[src/rtl/alu_seq.sv]
// Registered, valid/ready-handshaked ALU: ARITH, rotate left/right and an
// iterative shift-add unsigned multiply, with a flags register whose carry can chain.
module alu_seq #(
   parameter int WIDTH = 8
) (
   input  logic             clk,
   input  logic             rst_n,
   input  logic             in_valid,
   output logic             in_ready,
   input  logic [1:0]       op,
   input  logic [WIDTH-1:0] a,
   input  logic [WIDTH-1:0] b,
   input  logic             ci,
   input  logic             nb,
   input  logic             ic,
   input  logic             na,
   input  logic             xo,
   input  logic             no,
   input  logic             use_cf,
   output logic             out_valid,
   input  logic             out_ready,
   output logic [WIDTH-1:0] o,
   output logic [WIDTH-1:0] hi,
   output logic             cf,
   output logic             zf,
   output logic             sf
);

   localparam int SHW = $clog2(WIDTH);

   typedef enum logic [1:0] {OP_ARITH = 2'b00, OP_ROTL = 2'b01, OP_MUL = 2'b10, OP_ROTR = 2'b11} op_t;
   typedef enum logic {IDLE, BUSY} state_t;

   state_t                 state, state_nx;
   logic [SHW-1:0]         cnt;
   logic [2*WIDTH-1:0]     mcand, acc, acc_step;
   logic [WIDTH-1:0]       mplier;
   logic                   accept, last_step;

   logic [WIDTH-1:0]       x, y, z, arith_o;
   logic                   carry, cm, arith_cf;
   logic [SHW-1:0]         amt;
   logic [2*WIDTH-1:0]     rotl_w, rotr_w;
   logic [WIDTH-1:0]       res_o;
   logic                   res_cf;

   assign accept    = in_valid & in_ready;
   assign last_step = (state == BUSY) && (cnt == SHW'(WIDTH - 1));

   always_ff @(posedge clk or negedge rst_n) begin
      if (!rst_n) state <= IDLE;
      else        state <= state_nx;
   end

   always_comb begin
      state_nx = state;
      case (state)
         IDLE: if (accept && op_t'(op) == OP_MUL) state_nx = BUSY;
         BUSY: if (last_step) state_nx = IDLE;
         default: state_nx = IDLE;
      endcase
   end

   always_comb begin
      in_ready = (state == IDLE) && (!out_valid || out_ready);
   end

   // Ripple chain; ic masks the carry seen by each stage, not only the carry-in.
   always_comb begin
      x     = a ^ {WIDTH{na}};
      y     = b ^ {WIDTH{nb}};
      z     = '0;
      carry = use_cf ? cf : ci;
      cm    = 1'b0;
      for (int unsigned i = 0; i < WIDTH; i++) begin
         cm    = carry & ~ic;
         z[i]  = (x[i] ^ y[i] ^ cm) | (x[i] & y[i] & xo);
         carry = (x[i] & y[i]) | (cm & (x[i] ^ y[i]));
      end
      arith_o  = z ^ {WIDTH{no}};
      arith_cf = carry;
   end

   always_comb begin
      amt    = b[SHW-1:0];
      rotl_w = {a, a} << amt;
      rotr_w = {a, a} >> amt;
      res_o  = arith_o;
      res_cf = arith_cf;
      case (op_t'(op))
         OP_ROTL: begin
            res_o  = rotl_w[2*WIDTH-1:WIDTH];
            res_cf = (amt != '0) & rotl_w[WIDTH];
         end
         OP_ROTR: begin
            res_o  = rotr_w[WIDTH-1:0];
            res_cf = (amt != '0) & rotr_w[WIDTH-1];
         end
         default: ;
      endcase
   end

   assign acc_step = acc + (mplier[0] ? mcand : '0);

   always_ff @(posedge clk or negedge rst_n) begin
      if (!rst_n) begin
         out_valid <= 1'b0;
         o         <= '0;
         hi        <= '0;
         cf        <= 1'b0;
         zf        <= 1'b0;
         sf        <= 1'b0;
         mcand     <= '0;
         mplier    <= '0;
         acc       <= '0;
         cnt       <= '0;
      end else if (accept) begin
         if (op_t'(op) == OP_MUL) begin
            mcand     <= {{WIDTH{1'b0}}, a};
            mplier    <= b;
            acc       <= '0;
            cnt       <= '0;
            out_valid <= 1'b0;
         end else begin
            o         <= res_o;
            hi        <= '0;
            cf        <= res_cf;
            zf        <= (res_o == '0);
            sf        <= res_o[WIDTH-1];
            out_valid <= 1'b1;
         end
      end else if (state == BUSY) begin
         acc    <= acc_step;
         mcand  <= mcand << 1;
         mplier <= mplier >> 1;
         cnt    <= cnt + 1'b1;
         if (last_step) begin
            {hi, o}   <= acc_step;
            cf        <= (acc_step[2*WIDTH-1:WIDTH] != '0);
            zf        <= (acc_step[WIDTH-1:0] == '0);
            sf        <= acc_step[WIDTH-1];
            out_valid <= 1'b1;
         end
      end else if (out_valid && out_ready) begin
         out_valid <= 1'b0;
      end
   end

endmodule

[config.mk]
export PLATFORM = sky130hd
export DESIGN_NAME = alu_seq
export DESIGN_NICKNAME = d
export VERILOG_FILES = /design/src/rtl/alu_seq.sv
export SDC_FILE = /design/constraint.sdc
export NUM_CORES = 1
export LEC_CHECK = 0
export ABC_AREA = 1
export BUFFER_PORTS_ARGS = -buffer_cell sky130_fd_sc_hd__buf_2
export CAP_MARGIN = 15
export CORE_MARGIN = 2
export CORE_UTILIZATION = 32
export CTS_CLUSTER_SIZE = 14
export DETAILED_ROUTE_END_ITERATION = 16
export GPL_ROUTABILITY_DRIVEN = 0
export GPL_TIMING_DRIVEN = 0
export PLACE_DENSITY = 0.59
export SETUP_SLACK_MARGIN = 0.2
export SYNTH_ARGS = -nofsm -noshare
export SYNTH_HDL_FRONTEND = slang
export SYNTH_SLANG_ARGS = --single-unit
[constraint.sdc]
create_clock -name clk -period 8.9 [get_ports clk]
set_input_delay 0.445 -clock clk [delete_from_list [all_inputs] [get_ports clk]]
set_output_delay 0.445 -clock clk [all_outputs]
set_load 0.05 [all_outputs]
After elaboration in Yosys (flattened, before gate mapping)
Cells that the tools add are included.
Word-level totals
  flip-flop bits (word level): 64
  output and inout port bits: 21
  logic and storage cells: 154
Cells by class
  add/subtract/negate cells: 2
  equality and inequality tests: 7
  shift-type cells: 2
  mux-type cells: 44
  bitwise logic cells: 72
  reductions and logical operators: 16
Operators with widths (count)
  $mux 16: 7
  $mux 8: 11
  $and 1x1->1: 35
  $xor 8x8->8: 3
  $mux 1: 20
  $add 16x16->16: 1
  $logic_not 8->1: 2
  $or 1x1->1: 16
  $pmux 8 s2: 1
  $shl 16x3->16: 1
  $shr 16x3->8: 1
  $xor 1x1->1: 16
  $mux 3: 3
  $reduce_bool 8->1: 1
  $reduce_bool 3->1: 2
  $eq 2x2->1 const B: 2
  $logic_and 1x1->1: 4
  $pmux 1 s2: 2
  $reduce_and 2->1: 2
  $reduce_bool 2->1: 2
  $add 3x1->3 const B: 1
  $eq 3x3->1 const B: 1
  $ne 3x1->1 const B: 1
  $reduce_and 3->1: 1
  other kinds (6): 7

Longest topological paths before layout
Gate-level depths: netlist of the first run.
  depth after elaboration: 30
  depth in mapped cells: 30
  mapped depth without buffers: 30

Least setup slack after synthesis of the first run
No wires, ideal clock.
  path type: input port to flip-flop
  start: input na
  end: register zf
  library setup time: 73 ps
  arrival: 4904 ps
  required time: 8827 ps
  slack: 3923 ps
  stages: 30
  path through: clkbuf_1 -> xor2_1 -> inv_1 -> fa_1 -> or2_2 -> fa_1 -> nor2_1 -> fa_1 -> inv_1 -> nor2_1 -> fa_1 -> inv_1 -> nor2_1 -> fa_1 -> inv_1 -> nor2_1 -> fa_1 -> nand2_1 -> fa_1 -> nor2_1 -> fa_1 -> a21oi_1 -> nand2_1 -> nand3_1 -> nand2_1 -> nor2_2 -> nand2_1 -> nor2_1 -> nand2_1 -> a21oi_2
Between the ends
  longest elaborated chain between the ends: 30
Ends and longest elaborated chain
  from (decl): RTL line 16  | input logic na,
  $xor 8x8->8 *: RTL line 70  | x = a ^ {WIDTH{na}};
  $xor 1x1->1: RTL line 77, 78
  $and 1x1->1: RTL line 78  | carry = (x[i] & y[i]) | (cm & (x[i] ^ y[i]));
  $or 1x1->1: RTL line 78
  $and 1x1->1: RTL line 76  | cm = carry & ~ic;
  $and 1x1->1: RTL line 78
  $or 1x1->1: RTL line 78
  $and 1x1->1: RTL line 76
  [... 14 more ...]
  $and 1x1->1: RTL line 76
  $xor 1x1->1: RTL line 77  | z[i] = (x[i] ^ y[i] ^ cm) | (x[i] & y[i] & xo);
  $or 1x1->1: RTL line 77
  $xor 8x8->8 *: RTL line 80  | arith_o = z ^ {WIDTH{no}};
  $pmux 8 s2 *: RTL line 90  | case (op_t'(op))
  $logic_not 8->1 *: RTL line 128  | zf <= (res_o == '0);
  $mux 1 *: RTL line 118  | if (op_t'(op) == OP_MUL) begin
  $mux 1 *: RTL line 117  | end else if (accept) begin
  to (signal assigned): RTL line 128
  to (signal assigned): RTL line 140  | zf <= (acc_step[WIDTH-1:0] == '0);
  to (decl): RTL line 25  | output logic zf,
Every way passes the cells marked *; elsewhere a longest branch is shown, timed or not. The select of a mux whose other input is x is not followed.
A chain may end at the register's enable or synchronous reset.

Worst setup path after layout of the first run
Ends and elaborated chain as after synthesis.

==> results by group, run 1 <==
Status
  – Status: completed

Yosys
  – XOR/XNOR Fraction of Synth Area: around 3.4%
  – Sequential fraction of the synthesis area: between 30% and 40%
  – Post-Synth Simple-Gate Area: 34.1%
  – Compound-Gate Fraction of Synth Area: a little under an eighth
  – Syn Area/Cell: around 7 µm²
  – Share of synthesized registers carrying an async set or reset: 100%
  – Synth top area cells: dfrtp_1 (31%), nand2_1 (16%), nand3_1 (12%)
  – Distinct cells, synth: between 40 and 50
  – Largest family of logic cells by synthesized area: simple AND/OR/NAND/NOR gates
  – Post-synth top area cell: dfrtp_1
  – Top_reg_cell synth: dfrtp_1
  – Fraction of synthesized area in multiplexers: 0%
  – Synth Area in Adders: a little under 10%
  – Post-Syn Instances: around 750
  – Post-synth EDFFs: 0
  – Synthesized cell area: between 5000 and 6000 µm²
  – Yosys reg bits: 63
  – Synthesis Warnings: 0
  – Syn Nets: slightly above 800
  – Yosys top cell area share: just over 30%

Timing
  – Slew @ Worst Pin: 0.816 ns
  – Minimum period implied by the final worst setup slack: 5.15 ns
  – RSZ-0062 raised after global routing: false
  – Worst hold slack: around 0.19 ns
  – Setup violators final: 0
  – Slew Limit Fails: 0
  – Post-Route Setup TNS: 0 ns
  – Slew headroom: between 40% and 50%
  – Final Hold Vio Count: 0
  – Clk_skew: 0.00691 ns
  – Final Cycle Share: just under 60%
  – F_max: 194 MHz

Setup path
  – Slowest CP cell: fa_1
  – Worst setup path class: primary input to register
  – Slowest cell delay on critical path: 0.42 ns
  – Critical path's top delay family: adder cells
  – Worst EP required: 9.16 ns
  – CP Capture Type: register
  – Worst-path maximum fanout: 8
  – Critical path launch point type: primary input
  – Crit path buffers/inverters: 5
  – Critical Path AT: approximately 5.4 ns
  – Dominant cell type by count on the critical path: fa_1

Clock tree
  – Post-CTS setup repair buffer count: 0
  – Worst skew pair latency: 0.33 ns
  – CTS tree: done
  – Root buf cell: clkbuf_16
  – Clk pin slew, worst setup/hold paths: 0.06 ns
  – CTS Hold Buffers Added: 0
  – CTS sink count: between 60 and 70
  – Clock Tree Buf Depth: 2
  – H-tree depth: 3
  – Post_cts resized: 0
  – CTS Buf Count: 9

Detailed routing
  – Routed WL per cell: ~14 µm
  – DR iter-0 viols: between 300 and 400
  – Post-DR vias/cell: a little under 5
  – Vias: 5013
  – Residual DRC: 0
  – Final wirelength: 14.7 mm
  – Routed Antenna Nets: 0
  – DRT Pass-1 Iters: 5

Cells and area
  – Area growth syn-to-layout: 15.4%
  – Share of cells above drive strength 1: between 10% and 20%
  – Post-layout util: a little under two fifths
  – Final cell count without fillers: 1021
  – # nets final: 863
  – ANT cells: 0

Global routing
  – Vias in the first global route: around 4800
  – Grt total ovfl: 0
  – Antenna violations before repair: 0
  – Gr usage total: 18.6%
  – First-pass GRT wire length: 24.7 mm
  – Pin count of the biggest net entering global routing: 64

Pwr
  – Pwr per Cell Area: between 300 and 400 nW/µm²
  – P_int: between 1 and 1.5 mW
  – Clock Power Share: 16.8%
  – Total net switching power: 1.05 mW
  – Overall Power: 2.06 mW
  – Switch share: 50.9%
  – Largest vdd supply drop: roughly 0.12 mV
  – Leakage: 3.14 nW
  – Reg power frac: between 20% and 30%
  – Comb pwr share: between 50% and 60%

Floorplan
  – Core Region: between 15000 and 20000 µm²
  – Initial Utilization: 32.4%
  – Chip width: around 130 µm
  – IO Count: 50
  – Rows: between 40 and 50
  – Die area: ~17000 µm²
  – Die Height: ~130 µm

Hold path
  – Min-delay worst type: primary input to async pin

Place
  – Buffers on Ports: 44
  – Placed Cells: approximately 1000
  – Post-DP HPWL: 11.7 mm

Flow run
  – Max cap viols: 0
through the flow:
stage | setup slack [ns] | cell area [µm²]
CTS | 3.69 | 5870
finish | 3.75 | 5870
global route | 3.29 | 5870
detailed placement | 3.35 | 5580
floorplan | 3.92 | 5090
global placement | 3.45 | 5580
synthesized netlist by cell type, types with 4 or more instances:
master    instances
nand2_1         216
inv_2             6
o21ai_0          39
clkbuf_1         15
o22ai_1           7
a21oi_1          29
buf_2             9
xnor2_1           6
inv_1            83
nand3_1         122
xor2_1           14
o211ai_1         10
or2_1             4
ha_1             25
nor2_1           42
fa_1              9
dfrtp_1          63
nand2_2           4
cells in the final DEF, fill, tap and decap left out, types with 3 or more instances in the layout:
cell type	n
o21ai_0	39
o211ai_1	10
dfrtp_1	63
buf_4	3
clkbuf_1	16
nor2_1	42
nand2_1	216
nand4_1	3
clkbuf_16	9
xnor2_1	6
clkinv_2	3
nand2_2	4
fa_1	9
buf_2	52
xor2_1	14
inv_2	6
a21oi_1	29
o22ai_1	7
nand3b_1	3
inv_1	83
a21oi_2	3
buf_6	3
a21boi_0	3
nand3_1	122
or2_1	4
ha_1	25
final timing paths:
| check | cells past startpoint | slack, ns | startpoint | to |
|---|---|---|---|---|
| max | 30 | 3.75 | na | zf |
| min | 1 | 0.19 | rst_n | hi[3] |
| min reg2reg | 2 | 0.48 | o[1] | o[1] |
| max in group asynchronous | 1 | 8.15 | rst_n | acc[3] |
| min in group clk | 3 | 0.40 | b[7] | mplier[7] |
| max reg2reg | 28 | 4.04 | cf | zf |
power groups by stage:
stage | clock network [mW] | logic, mW | registers (mW)
global route | 0.365 | 1.39 | 0.513
detailed placement | 0 | 1.21 | 0.503
finish | 0.346 | 1.21 | 0.498
floorplan | 0 | 0.782 | 0.603
CTS | 0.351 | 1.22 | 0.499
global placement | 0 | 1.21 | 0.500
state kept, by name, summed over array words and instances, names as in the netlist, 3 cells and up:
name and flops:
acc 16, cnt 3, hi 8, mcand 16, mplier 8, o 8
layer usage:
metal	vias to the layer above	track usage (%)	wire length [µm]
li1	2526	-	-
met1	2316	24.9	6700
met2	141	30.1	6880
met3	30	2.54	593
met4	0	7.91	524
met5	-	0	0
kinds of logic after synthesis:
kind of cell,after synthesis
buffers and inverters,122
adder cells (fa/ha/maj),34
flip-flops,63
AND/OR/NAND/NOR,404
XOR/XNOR,20
AO/OA/AOI/OAI,102
worst reg2reg max path: cells and delay by family (launching register included):
family | cells | cell delay [ns]
AOI/OAI and AO/OA | 3 | 0.43
adders and majority gates | 8 | 2.24
buffers and inverters | 3 | 0.12
DFF | 1 | 0.46
and+or+nand+nor | 14 | 1.57
layout make-up:
| class | count | area (µm²) |
|---|---|---|
| timing repair buffer | 44 | 223 |
| inverter | 90 | 343 |
| multi-input combinational | 560 | 3000 |
| fill | 1693 | 9840 |
| tap | 216 | 270 |
| sequential | 63 | 1580 |
| buffer | 32 | 173 |
| clock buffer | 10 | 229 |
| clock inverter | 6 | 61.3 |
No activity file was read; power rests on OpenSTA's default activity.
==> inputs of run 2 (changes only) <==
- ABC_AREA: 1 -> 0
- PLACE_DENSITY: 0.59 -> 0.61
- clock period: 8.9 -> 4.65 ns (I/O delays scaled with it)
==> run 2 against run 1 <==
  * Worst hold slack worse by 0.0087 ns
  * Non-clock buffer count is 6 higher
  * Count of clock-buffer cells in the layout rose by 1
  * The flow now finishes with violations (negative setup slack)
  * Highest routed layer unchanged
  * Cell count shrank 26%
  * Via count fell by 18%
  * Die area fell by 4.5%
  * First-iteration DRC count fell by 12%
  * Design area decreased by 2.8%
  * Sequential power is 85% higher
  * Register-to-register slack worse by 4.5 ns
  * Routed wire length decreased by 12%
  * Combinational power increased by 39%
==> results by group, run 2 <==
Status
  – Status: finished with violations
  – Failing checks: negative setup slack

Cells and area
  – Biggest regs: acc (16), mcand (16)
  – Fin area: approximately 5700 µm²
  – ANT cells: 0
  – Post-layout util: a little under two fifths
  – Area of the multi-input gates: approximately 3100 µm²
  – Fillers: between 1000 and 1500
  – Most frequent cells in the layout: dfrtp_1 (62), nand2_1 (51), buf_2 (41)
  – Most common cell after layout, fill and taps aside: dfrtp_1
  – Share of cells above drive strength 1: between 10% and 20%
  – Area growth syn-to-layout: 17.6%
  – # nets final: between 600 and 700
  – Seq. cell area: about 1600 µm²

Timing
  – Clk_skew: between 0.007 and 0.008 ns
  – Setup violators final: 2
  – Slew Limit Fails: 0
  – F_max: slightly below 200 MHz
  – Worst hold slack: ~0.18 ns
  – Setup ws final: -0.495 ns
  – Slew headroom: around half
  – Final Cycle Share: 111%
  – RSZ-0062 raised after global routing: true
  – Final Hold Vio Count: 0
  – Minimum period implied by the final worst setup slack: roughly 5.1 ns
  – Slew @ Worst Pin: 0.729 ns

Yosys
  – Post-synth EDFFs: 0
  – Synthesized cell area: 4850 µm²
  – Distinct cells, synth: 56
  – Yosys top cell area share: about a third
  – Top_reg_cell synth: dfrtp_1
  – Post-Syn Instances: ~510
  – Yosys reg bits: 63
  – Post-synth top area cell: dfrtp_1
  – Synthesis Warnings: 0
  – Most frequent cell after synthesis: dfrtp_1
  – Share of synthesized registers carrying an async set or reset: 100%
  – Sequential fraction of the synthesis area: about a third
  – Syn Area/Cell: between 9 and 10 µm²
  – Synth top area cells: dfrtp_1 (32%), ha_1 (6.4%), mux4_2 (6.0%)
  – Syn Nets: between 500 and 600
  – Top cells by count, synth: dfrtp_1 (63), nand2_1 (52), o21ai_0 (35)

Clock tree
  – Worst skew pair latency: 0.33 ns
  – CTS Buf Count: 9
  – Clock Tree Buf Depth: 2
  – CTS sink count: 63
  – Clk pin slew, worst setup/hold paths: ~0.06 ns
  – CTS tree: done
  – Root buf cell: clkbuf_16
  – H-tree depth: 3

Setup path
  – FF-to-FF path depth: 23
  – Worst-path maximum fanout: 2
  – Worst EP required: 4.91 ns
  – CP Capture Type: register
  – Critical Path AT: approximately 5.4 ns
  – Worst setup path class: register to register
  – Critical path launch point type: register

Floorplan
  – Initial Utilization: between 30% and 40%
  – Core Region: around 15000 µm²
  – Rows: 45
  – IO Count: 50
  – Chip width: 127 µm
  – Die Height: 127 µm
  – Die area: 16200 µm²

Global routing
  – Grt total ovfl: 0
  – First-pass GRT wire length: between 20 and 25 mm
  – Gr usage total: approximately 16%
  – Antenna violations before repair: 0
  – Pin count of the biggest net entering global routing: 41
  – Vias in the first global route: 4215

Hold path
  – Min-delay worst type: primary input to register
  – Hold depth: 3

Detailed routing
  – Final wirelength: ~13 mm
  – Vias: approximately 4100
  – DRT Pass-1 Iters: 5
  – Routed WL per cell: 17.0 µm
  – DR iter-0 viols: 320
  – Routed Antenna Nets: 0
  – Residual DRC: 0
  – Post-DR vias/cell: approximately 5.4

Pwr
  – Largest vdd supply drop: between 0.2 and 0.3 mV
  – Pwr per Cell Area: 563 nW/µm²
  – Leakage: 2.63 nW

Flow run
  – Max cap viols: 0

Place
  – Post-DP HPWL: just under 10 mm
  – Cell Area, Placed: approximately 5400 µm²
  – Buffers on Ports: 36
## run 2: per-stage QoR
| stage | cells | total power, mW | setup slack, ns | setup TNS (ns) |
|---|---|---|---|---|
| after floorplan | 514 | 2.13 | -0.303 | -0.303 |
| after global placement | 738 | 2.51 | -0.661 | -1.07 |
| after detailed placement | 739 | 2.57 | -0.733 | -1.36 |
| after CTS | 758 | 3.21 | -0.491 | -0.764 |
| after global routing | 758 | 3.45 | -0.683 | -1.35 |
| final | 758 | 3.22 | -0.495 | -0.726 |
## run 2: logic make-up after synthesis
family	count (synthesis)	synth area share [%]
flip-flops	63	32.5
XOR/XNOR	36	6.50
multiplexers	44	12.5
adder cells (fa/ha/maj)	34	10.2
AO/OA/AOI/OAI	143	19.7
AND/OR/NAND/NOR	136	13.3
buffers and inverters	58	5.39
## run 2: timing repair
item,CTS,global route
setup endpoints to repair,3,5
hold buffers,1,0
resized for setup,2,9
pin swaps,1,8
setup buffers,2,0
hold endpoints to repair,23,0
## run 2: path summary, 6_finish.rpt
path / startpoint / end / slack, ns
max: cf / zf / -0.50
min in group asynchronous: rst_n / hi[1] / 0.42
min reg2reg: o[4] / o[4] / 0.47
min: b[7] / mplier[7] / 0.18
max reg2reg: cf / zf / -0.50
max in group asynchronous: rst_n / cf / 3.63
## run 2: cell type report
type | instances | area share (%)
Buffer | 42 | 3.86
Clock buffer | 11 | 4.25
Clock inverter | 5 | 0.592
Inverter | 16 | 1.05
Multi-Input combinational cell | 393 | 54.5
Sequential cell | 63 | 27.6
Tap cell | 188 | 4.12
Timing Repair Buffer | 40 | 3.95
## run 2: worst max-delay path, cell delays in order (launching register included)
cell and delay [ns]:
dfrtp_2 0.43, mux2i_1 0.10, or2_4 0.24, fa_2 0.33, or2_4 0.23, fa_2 0.33, nor2_2 0.10, fa_2 0.19
nor2b_4 0.13, fa_2 0.18, nor2b_4 0.13, fa_2 0.18, nor2b_4 0.14, fa_2 0.22, nand2b_4 0.06, fa_2 0.37
nor2_4 0.10, fa_1 0.41, a21oi_2 0.17, xnor2_2 0.11, a21oi_2 0.20, nand2_1 0.07, or4b_1 0.52, a21oi_2 0.13
## run 2: report_power, final
| part | internal [mW] | switching, mW | leakage (nW) | total (mW) |
|---|---|---|---|---|
| combinational | 0.602 | 1.08 | 1.68 | 1.68 |
| sequential | 0.770 | 0.152 | 0.815 | 0.922 |
| clock | 0.374 | 0.239 | 0.132 | 0.613 |
| total | 1.75 | 1.47 | 2.63 | 3.22 |
## run 2: metal layers
metal	wire, µm	global-route usage, %	share of wire, %	up-vias
met2	6090	27.2	47	131
met4	149	4.27	1.2	0
met1	6010	22.6	47	2020
met5	0	0	0	-
li1	-	-	-	1960
met3	621	2.64	4.8	15
==> inputs of run 3 (changes only) <==
- CTS_CLUSTER_DIAMETER: not set -> 150
- clock period: 4.65 -> 4.4 ns (I/O delays scaled with it)
==> run 3 against run 2 <==
  * The flow still finishes with violations (negative setup slack)
  * Via count shrank 0.65%
  * Utilization up 0.28 points
  * Total power is 6.8% higher
  * Clock skew is 0.0042 ns higher
  * Clock power is 8.6% higher
  * Routed wire length is 1.9% higher
  * Sequential cell count did not move
  * Combinational power grew 7%
  * Sequential power is 5.2% higher
  * Setup slack worse by 0.17 ns
==> results by group, run 3 (synthesized netlist as in run 2, its figures left out) <==
Detailed routing
  – DRT Pass-1 Iters: 4
  – Residual DRC: 0
  – Final wirelength: between 10 and 15 mm
  – Vias: just over 4000
  – DR iter-0 viols: 271
  – Routed Antenna Nets: 0
  – Routed WL per cell: between 15 and 20 µm
  – Post-DR vias/cell: roughly 5.4

Floorplan
  – Core Region: ~15000 µm²
  – Rows: between 40 and 50
  – Die area: 16200 µm²
  – Initial Utilization: approximately a third
  – IO Count: 50
  – Die Height: 127 µm
  – Chip width: 127 µm

Pwr
  – Largest vdd supply drop: 0.247 mV
  – Pwr per Cell Area: between 500 and 600 nW/µm²
  – Leakage: 2.65 nW
  – Overall Power: between 3 and 4 mW

Setup path
  – CP Capture Type: register
  – Worst-path maximum fanout: 2
  – Crit path buffers/inverters: 0
  – Cell breakdown of the critical path: mux2i_1 > or2_4 > fa_2 > or2_4 > fa_2 > nor2_4 > fa_2 > nor2b_4 > fa_2 > nor2b_4 > fa_2 > nor2b_4 > fa_2 > nand2b_1 > fa_2 > nor2_4 > fa_1 > a21oi_2 > xnor2_2 > a21oi_2 > nand2_1 > or4b_1 > a21oi_2
  – Critical path launch point type: register
  – Slowest cell delay on critical path: approximately 0.52 ns
  – Worst EP required: ~4.7 ns
  – Critical Path AT: between 5 and 6 ns
  – Slowest CP cell: or4b_1
  – Worst setup path class: register to register
  – Dominant cell type by count on the critical path: fa_2
  – Critical path's top delay family: adder cells

Place
  – Place WS: -0.969 ns
  – Cell Area, Placed: 5360 µm²
  – Post-DP HPWL: 9.74 mm
  – Buffers on Ports: 36
  – Placed Cells: between 700 and 800

Timing
  – Slew @ Worst Pin: 0.739 ns
  – Final Cycle Share: 115%
  – Final Hold Vio Count: 0
  – Slew Limit Fails: 0
  – Clk_skew: between 0.01 and 0.015 ns
  – Setup ws final: -0.666 ns
  – Setup violators final: 3
  – RSZ-0062 raised after global routing: true
  – F_max: 197 MHz
  – Post-Route Setup TNS: -1.41 ns
  – Slew headroom: 50.2%
  – Minimum period implied by the final worst setup slack: roughly 5.1 ns

Cells and area
  – Most common cell after layout, fill and taps aside: dfrtp_1
  – Most frequent cells in the layout: dfrtp_1 (62), nand2_1 (52), buf_2 (41)
  – Final cell count without fillers: 762
  – ANT cells: 0
  – Share of cells above drive strength 1: around 20%
  – Fillers: 1474
  – Biggest regs: acc (16), mcand (16)
  – Fin area: between 5000 and 6000 µm²
  – # nets final: 632
  – Area growth syn-to-layout: 18.5%

Global routing
  – Vias in the first global route: approximately 4200
  – Gr usage total: between 10% and 20%
  – Pin count of the biggest net entering global routing: 41
  – Grt total ovfl: 0
  – Antenna violations before repair: 0
  – First-pass GRT wire length: roughly 22 mm

Hold path
  – Min-delay worst type: primary input to register

Clock tree
  – CTS Buf Count: 9
  – Worst skew pair latency: 0.33 ns
  – CTS tree: done
  – Clock Tree Buf Depth: 2
  – Root buf cell: clkbuf_16
  – H-tree depth: 3
  – Clk pin slew, worst setup/hold paths: 0.06 ns
  – CTS sink count: 63

Flow run
  – Max cap viols: 0

Status
  – Failing checks: negative setup slack
  – Status: finished with violations
-- run 3: changes by cell type in the layout (fill, tap and decap cells not counted), moves of 2 or more --
cell	previous run	this run
buf_6	1	4
o21ai_0	33	31
o21ai_1	3	5
clkinvlp_4	2	0
-- run 3: path summary, 6_finish.rpt --
path	start	to	slack [ns]	depth (start not counted)
setup / recovery	cf	zf	-0.67	23
min in group asynchronous	rst_n	hi[0]	0.42	2
max in group asynchronous	rst_n	mcand[5]	3.36	3
hold reg to reg	hi[3]	hi[3]	0.48	2
hold / removal	b[7]	mplier[7]	0.17	3
setup reg to reg	cf	zf	-0.67	23
-- run 3: timing repair --
| item | CTS | global route |
|---|---|---|
| buffers inserted | 5 | 1 |
| hold endpoints to repair | 23 | 0 |
| pin swaps | 8 | 2 |
| hold buffers | 1 | 0 |
| setup endpoints to repair | 5 | 5 |
| resized for setup | 9 | 7 |
-- run 3: area by class of cell --
cell class              instances  area (µm²)  area share [%]
multi-input cells             393        3110            54.1
well taps                     188         235            4.09
repair buffers                 44         267            4.63
inverters                      16        60.1            1.04
flip-flops and latches         63        1580            27.4
clock inverters                 3        18.8           0.326
plain buffers                  42         220            3.83
clock buffers                  13         260            4.53
-- run 3: worst reg2reg max path: cells and delay by family, from the launching register on --
family,cells,cell delay [ns]
fa+ha+maj,8,2.20
xor+xnor,1,0.09
flops,1,0.41
simple gates,10,1.70
mux,1,0.10
compound gates,3,0.50
-- run 3: metal layers --
metal	track usage [%]	up-vias	routed length, µm
li1	-	1962	-
met1	22.7	2005	6000
met2	27.4	121	6170
met3	3.69	11	760
met4	4.72	0	190
met5	0	-	0
-- run 3: report_power, final --
group	switching, mW	leakage (nW)	internal, mW	total (mW)
clock	0.255	0.140	0.411	0.666
combinational	1.15	1.70	0.650	1.80
sequential	0.156	0.815	0.813	0.970
-- run 3: metrics by stage --
stage | utilization (%) | hold slack (ns)
4_1_cts | 38.0 | 0.167
6_report | 38.3 | 0.170
2_1_floorplan | - | -0.0756
3_5_place_dp | 35.7 | 0.247
5_1_grt | 38.3 | 0.197
3_3_place_gp | 35.5 | 0.460
